File: config.mk
export PLATFORM = sky130hd
export DESIGN_NAME = arc4_seq
export DESIGN_NICKNAME = d
export VERILOG_FILES = /design/src/rtl/arc4_seq.sv
export SDC_FILE = /design/constraint.sdc
export NUM_CORES = 1
export LEC_CHECK = 0
export BUFFER_PORTS_ARGS = -buffer_cell sky130_fd_sc_hd__buf_4
export CAP_MARGIN = 20
export CORE_AREA = 2 2 94 51
export CTS_BUF_LIST = sky130_fd_sc_hd__clkbuf_8 sky130_fd_sc_hd__clkbuf_16
export CTS_CLUSTER_SIZE = 10
export DETAILED_ROUTE_END_ITERATION = 7
export DIE_AREA = 0 0 96 53
export PLACE_DENSITY_LB_ADDON = 0.3
export SLEW_MARGIN = 30
export SYNTH_ARGS = -nofsm -noshare
export SYNTH_HDL_FRONTEND = slang
export SYNTH_SLANG_ARGS = --single-unit
File: constraint.sdc
create_clock -name clk -period 2.1 [get_ports clk]
set_input_delay 0.315 -clock clk [delete_from_list [all_inputs] [get_ports clk]]
set_output_delay 0.315 -clock clk [all_outputs]
set_load 0.01 [all_outputs]
File: src/rtl/arc4_seq.sv
// arc4_seq: top-level sequencer for one ARC4 pass (init -> ksa -> prga).
// Owns the shared S-memory port and guards every stage with a watchdog.
module arc4_seq #(
    parameter int               TMO_W      = 16,
    parameter logic [TMO_W-1:0] TMO_CYCLES = 16'hFFFF
) (
    input  logic       clk,
    input  logic       rst_n,
    input  logic       en,
    output logic       rdy,
    output logic       done,
    output logic       err,
    output logic [1:0] stage,
    output logic       en_init,
    output logic       en_ksa,
    output logic       en_prga,
    input  logic       rdy_init,
    input  logic       rdy_ksa,
    input  logic       rdy_prga,
    input  logic [7:0] addr_init,
    input  logic [7:0] wrdata_init,
    input  logic       wren_init,
    input  logic [7:0] addr_ksa,
    input  logic [7:0] wrdata_ksa,
    input  logic       wren_ksa,
    input  logic [7:0] addr_prga,
    input  logic [7:0] wrdata_prga,
    input  logic       wren_prga,
    output logic [7:0] s_addr,
    output logic [7:0] s_wrdata,
    output logic       s_wren
);

    typedef enum logic [3:0] {
        ST_IDLE,
        ST_I_GO,
        ST_I_ACK,
        ST_I_RUN,
        ST_K_GO,
        ST_K_ACK,
        ST_K_RUN,
        ST_P_GO,
        ST_P_ACK,
        ST_P_RUN,
        ST_FIN,
        ST_ERR
    } state_t;

    localparam logic [TMO_W-1:0] CNT_ONE = {{(TMO_W-1){1'b0}}, 1'b1};

    state_t           state_q;
    state_t           state_d;
    logic [TMO_W-1:0] cnt_q;
    logic [TMO_W-1:0] cnt_d;
    logic [TMO_W-1:0] cnt_inc;
    logic             in_stage;
    logic             go_entry;
    logic             tmo_hit;

    // State and watchdog registers; reset parks the sequencer in IDLE.
    always_ff @(posedge clk or negedge rst_n) begin
        if (!rst_n) begin
            state_q <= ST_IDLE;
            cnt_q   <= '0;
        end else begin
            state_q <= state_d;
            cnt_q   <= cnt_d;
        end
    end

    // Classify the current state as belonging to a watched stage.
    always_comb begin
        in_stage = 1'b0;
        unique case (state_q)
            ST_I_GO, ST_I_ACK, ST_I_RUN,
            ST_K_GO, ST_K_ACK, ST_K_RUN,
            ST_P_GO, ST_P_ACK, ST_P_RUN: in_stage = 1'b1;
            default:                     in_stage = 1'b0;
        endcase
    end

    assign cnt_inc = cnt_q + CNT_ONE;

    // A stage times out when its cycle count would reach the limit.
    assign tmo_hit = in_stage
                   && (TMO_CYCLES != '0)
                   && (cnt_inc == TMO_CYCLES);

    // Next-state: GO waits for ready, ACK for the drop, RUN for the rise.
    always_comb begin
        state_d = state_q;
        unique case (state_q)
            ST_IDLE:  if (en)        state_d = ST_I_GO;
            ST_I_GO:  if (rdy_init)  state_d = ST_I_ACK;
            ST_I_ACK: if (!rdy_init) state_d = ST_I_RUN;
            ST_I_RUN: if (rdy_init)  state_d = ST_K_GO;
            ST_K_GO:  if (rdy_ksa)   state_d = ST_K_ACK;
            ST_K_ACK: if (!rdy_ksa)  state_d = ST_K_RUN;
            ST_K_RUN: if (rdy_ksa)   state_d = ST_P_GO;
            ST_P_GO:  if (rdy_prga)  state_d = ST_P_ACK;
            ST_P_ACK: if (!rdy_prga) state_d = ST_P_RUN;
            ST_P_RUN: if (rdy_prga)  state_d = ST_FIN;
            ST_FIN:                  state_d = ST_IDLE;
            ST_ERR:                  state_d = ST_ERR;
            default:                 state_d = ST_IDLE;
        endcase
        if (tmo_hit) begin
            state_d = ST_ERR;
        end
    end

    // Watchdog count restarts on every GO entry and runs through the stage.
    always_comb begin
        go_entry = (state_d != state_q)
                 && ((state_d == ST_I_GO)
                  || (state_d == ST_K_GO)
                  || (state_d == ST_P_GO));
        cnt_d = cnt_q;
        if (go_entry) begin
            cnt_d = '0;
        end else if (in_stage) begin
            cnt_d = cnt_inc;
        end
    end

    // Status outputs and start pulses, decoded from the current state.
    always_comb begin
        rdy     = 1'b0;
        done    = 1'b0;
        err     = 1'b0;
        stage   = 2'd0;
        en_init = 1'b0;
        en_ksa  = 1'b0;
        en_prga = 1'b0;
        unique case (state_q)
            ST_IDLE: rdy = 1'b1;
            ST_I_GO: begin
                stage   = 2'd1;
                en_init = rdy_init;
            end
            ST_I_ACK, ST_I_RUN: stage = 2'd1;
            ST_K_GO: begin
                stage  = 2'd2;
                en_ksa = rdy_ksa;
            end
            ST_K_ACK, ST_K_RUN: stage = 2'd2;
            ST_P_GO: begin
                stage   = 2'd3;
                en_prga = rdy_prga;
            end
            ST_P_ACK, ST_P_RUN: stage = 2'd3;
            ST_FIN:  done = 1'b1;
            ST_ERR:  err  = 1'b1;
            default: rdy  = 1'b0;
        endcase
    end

    // S-port owner mux; only the active stage reaches the memory.
    always_comb begin
        s_addr   = 8'd0;
        s_wrdata = 8'd0;
        s_wren   = 1'b0;
        unique case (state_q)
            ST_I_GO, ST_I_ACK, ST_I_RUN: begin
                s_addr   = addr_init;
                s_wrdata = wrdata_init;
                s_wren   = wren_init;
            end
            ST_K_GO, ST_K_ACK, ST_K_RUN: begin
                s_addr   = addr_ksa;
                s_wrdata = wrdata_ksa;
                s_wren   = wren_ksa;
            end
            ST_P_GO, ST_P_ACK, ST_P_RUN: begin
                s_addr   = addr_prga;
                s_wrdata = wrdata_prga;
                s_wren   = wren_prga;
            end
            default: s_wren = 1'b0;
        endcase
    end

endmodule

==> flow_summary.toml <==
[logic_synthesis]
netlist_instances = 224
netlist.area_leader.share = 0.283
synthArstFlopShare = 1.00
syn-num-nets = 283
synth.largest_area_cell = "dfrtp_1"
ys_seq_elements = 20
yosys_warnings = 0
synth_edf_count = 0
synth.distinct_cells = 44
ys.flop_type = "dfrtp_1"
netlist_area_sq_mm = 0.00177
synth_sequential_area_ratio = 0.283
ys_top_cells_by_area = "dfrtp_1 28%, a222oi_1 9.6%, a21oi_1 7.1%"
syn-mean-instance-area_sq_um = 7.90

[route]
vias_per_cell = 5.78
dr.pass1.iters = 8
drt_iter0_drc = 216
drc = 1
wl_um = 6550
vias = 2273
wl_per_cell_um = 16.7
detail-route-antenna-nets = 0

[die]
dieArea_sq_mm = 0.00509
core_area_sq_mm = 0.00423
std_cell_rows = 17
initial_core_util = 0.418
ios = 82
die_w_um = 96
dieHeight_um = 53

[worst_setup_path]
cpMaxStageDelayCell = "dfrtp_2"
arrival_ns = 2.42
end_kind = "flop"
cp_max_fo = 16
worstPathRequired_ns = 2.24
worst_setup_path_start_kind = "flop"
path_cells = "buf_6, nand2b_1, o311ai_1, a21oi_2, a2111o_1, a221oi_4, buf_12, a21oi_1"
worstSetupPathType = "flop to flop"
critPathMaxStageDelay_ns = 0.45

[power]
ir_drop_v = 0.000183
p_per_area_mw_per_mm2 = 265
cellLeakagePower_nw = 1.41

[finish]
drive_gt1_frac = 0.443
multi_input_area_sq_mm = 0.00121
final_area_sq_mm = 0.00297
post-route-util = 0.702
seqCellArea_sq_um = 504
fillCellCount = 327
finalNetCount = 396
antenna_cells = 0
area_growth_pct = 68.0

[clock_network]
clock-sinks = 20
htreeDepth = 1
clockRootBuffer = "clkbuf_8"
cts_tree = "yes"
cts_buffers = 3
clk-insertion-delay-late_ns = 0.26
clock_path_buffers = 2
cts.clk_slew.worst_paths_ns = 0.08

[grt]
grt.overflow.total = 0
grt_pass1_wl_um = 9760
grt_pass1_vias = 1978
grtUsageMet1 = 0.374
gr-usage-met3 = 0.0670
gr-usage-all-layers = 0.251
grt_max_degree = 21
grt.busiest_layer = "met2"
grt_antenna_before_repair = 0
met2_usage = 0.380

[timing]
max_freq_mhz = 440
maxSlewViolCount = 0
finalSetupViolations = 33
fin_skew_ns = 0.00400
hold_viol = 0
tns_ns = -4.23
layout_min_cycle_time_ns = 2.27
maxSlewHeadroom = 0.723
worst_slack_ns = -0.173
finalCritPeriodShare = 1.08
tightest_slew_ns = 0.414
grt_setup_unrepaired = "true"

[placed_design]
routabilityCongestion = 0.941
placed_area_sq_mm = 0.00268
hpwl_um = 4720
pre_cts_slack_ns = -0.132
port_buffers = 81

[min_path]
hold_class = "input pin to asynchronous set/reset pin"

[job]
drv_cap = 0

[status]
status = "finished with violations"
failed_checks = "design-rule violations, negative setup slack"
-- layer usage --
layer,vias up,part of all wire
met4,0,0.00031
met5,-,0
met2,108,0.45
met3,2,0.090
met1,1097,0.46
li1,1066,-
-- cells in the final DEF, fill, tap and decap left out, types with 3 or more instances in the layout --
cell      count
buf_4       103
a21oi_1      24
inv_1        21
a222oi_1     17
dfrtp_1      17
buf_6        16
nand2_1      14
nor2_1       13
xor2_1       12
nand3_1      11
nor3_1        7
xnor2_1       7
o21ai_0       5
nand2b_1      5
nand4b_1      4
and3_1        4
a31oi_1       4
clkbuf_8      4
nand4_1       3
buf_12        3
dfrtp_2       3
-- registers in the layout, indices dropped and copies added (netlist names) --
register  flops
state_q       4
cnt_q        16
-- layout make-up --
cell class                      count  area share
Sequential cell                    20       0.170
Inverter                           21      0.0265
Timing Repair Buffer              124       0.353
Multi-Input combinational cell    167       0.408
Clock buffer                        4      0.0185
Tap cell                           57      0.0240
-- synth_stat cells, types with 2 or more instances --
| cell type | number |
|---|---|
| xnor2_1 | 7 |
| nand3b_1 | 2 |
| a222oi_1 | 17 |
| a31oi_1 | 5 |
| inv_1 | 21 |
| nand3_1 | 11 |
| nor2_1 | 16 |
| nand4b_1 | 4 |
| nand4_1 | 3 |
| clkbuf_1 | 11 |
| ha_1 | 2 |
| o211ai_1 | 2 |
| dfrtp_1 | 20 |
| nand2b_1 | 5 |
| o21ai_0 | 5 |
| and3_1 | 4 |
| buf_6 | 2 |
| a21oi_1 | 25 |
| nand2_1 | 16 |
| nor4_1 | 4 |
| xor2_1 | 12 |
| nor3_1 | 8 |
-- where the power goes --
part / switching (mW) / total (mW) / internal (mW)
sequential: 0 / 0.385 / 0.385
combinational: 0.0329 / 0.103 / 0.0703
clock: 0.132 / 0.299 / 0.167
-- worst max-delay path, delay by kind of cell (launching register included) --
| kind | cells | cell delay, ns |
|---|---|---|
| AND/OR/NAND/NOR | 1 | 0.16 |
| AO/OA/AOI/OAI | 5 | 1.22 |
| flip-flops | 1 | 0.45 |
| buffers and inverters | 2 | 0.31 |
-- final timing paths --
check | to | cells after the start | slack (ns) | startpoint
max in group asynchronous | state_q[2] | 2 | 1.39 | rst_n
max | cnt_q[12] | 8 | -0.17 | state_q[1]
min in group clk | state_q[0] | 4 | 0.47 | rdy_prga
min | cnt_q[15] | 2 | 0.47 | rst_n
min reg2reg | cnt_q[15] | 2 | 0.59 | cnt_q[15]
max reg2reg | cnt_q[12] | 8 | -0.17 | state_q[1]
-- per-stage QoR --
| step | power [mW] | instances | hold WS [ns] |
|---|---|---|---|
| after global placement | 0.491 | 380 | 0.214 |
| after CTS | 0.798 | 391 | 0.456 |
| after floorplan | 0.398 | 224 | 0.0194 |
| final | 0.787 | 393 | 0.470 |
| after detailed placement | 0.493 | 380 | 0.212 |
| after global routing | 0.821 | 393 | 0.497 |
-- cell families (layout without fill, tap and decap cells) --
kind of cell | Yosys count | in the layout | share of synthesized area
buffers and inverters | 37 | 149 | 0.0898
flip-flops | 20 | 20 | 0.283
AO/OA/AOI/OAI | 64 | 64 | 0.266
AND/OR/NAND/NOR | 81 | 81 | 0.247
XOR/XNOR | 19 | 19 | 0.0941
multiplexers | 1 | 1 | 0.00636
adder cells (fa/ha/maj) | 2 | 2 | 0.0141
-- repair_timing --
action | in CTS | in global routing
buffers inserted | 6 | 1
gates resized for setup | 6 | 28
hold buffers | 1 | 0
pin swaps | 2 | 20
setup endpoints to repair | 34 | 35
hold endpoints to repair | 20 | 0
cloned | 0 | 1
Power figures use the tool's default switching activity.
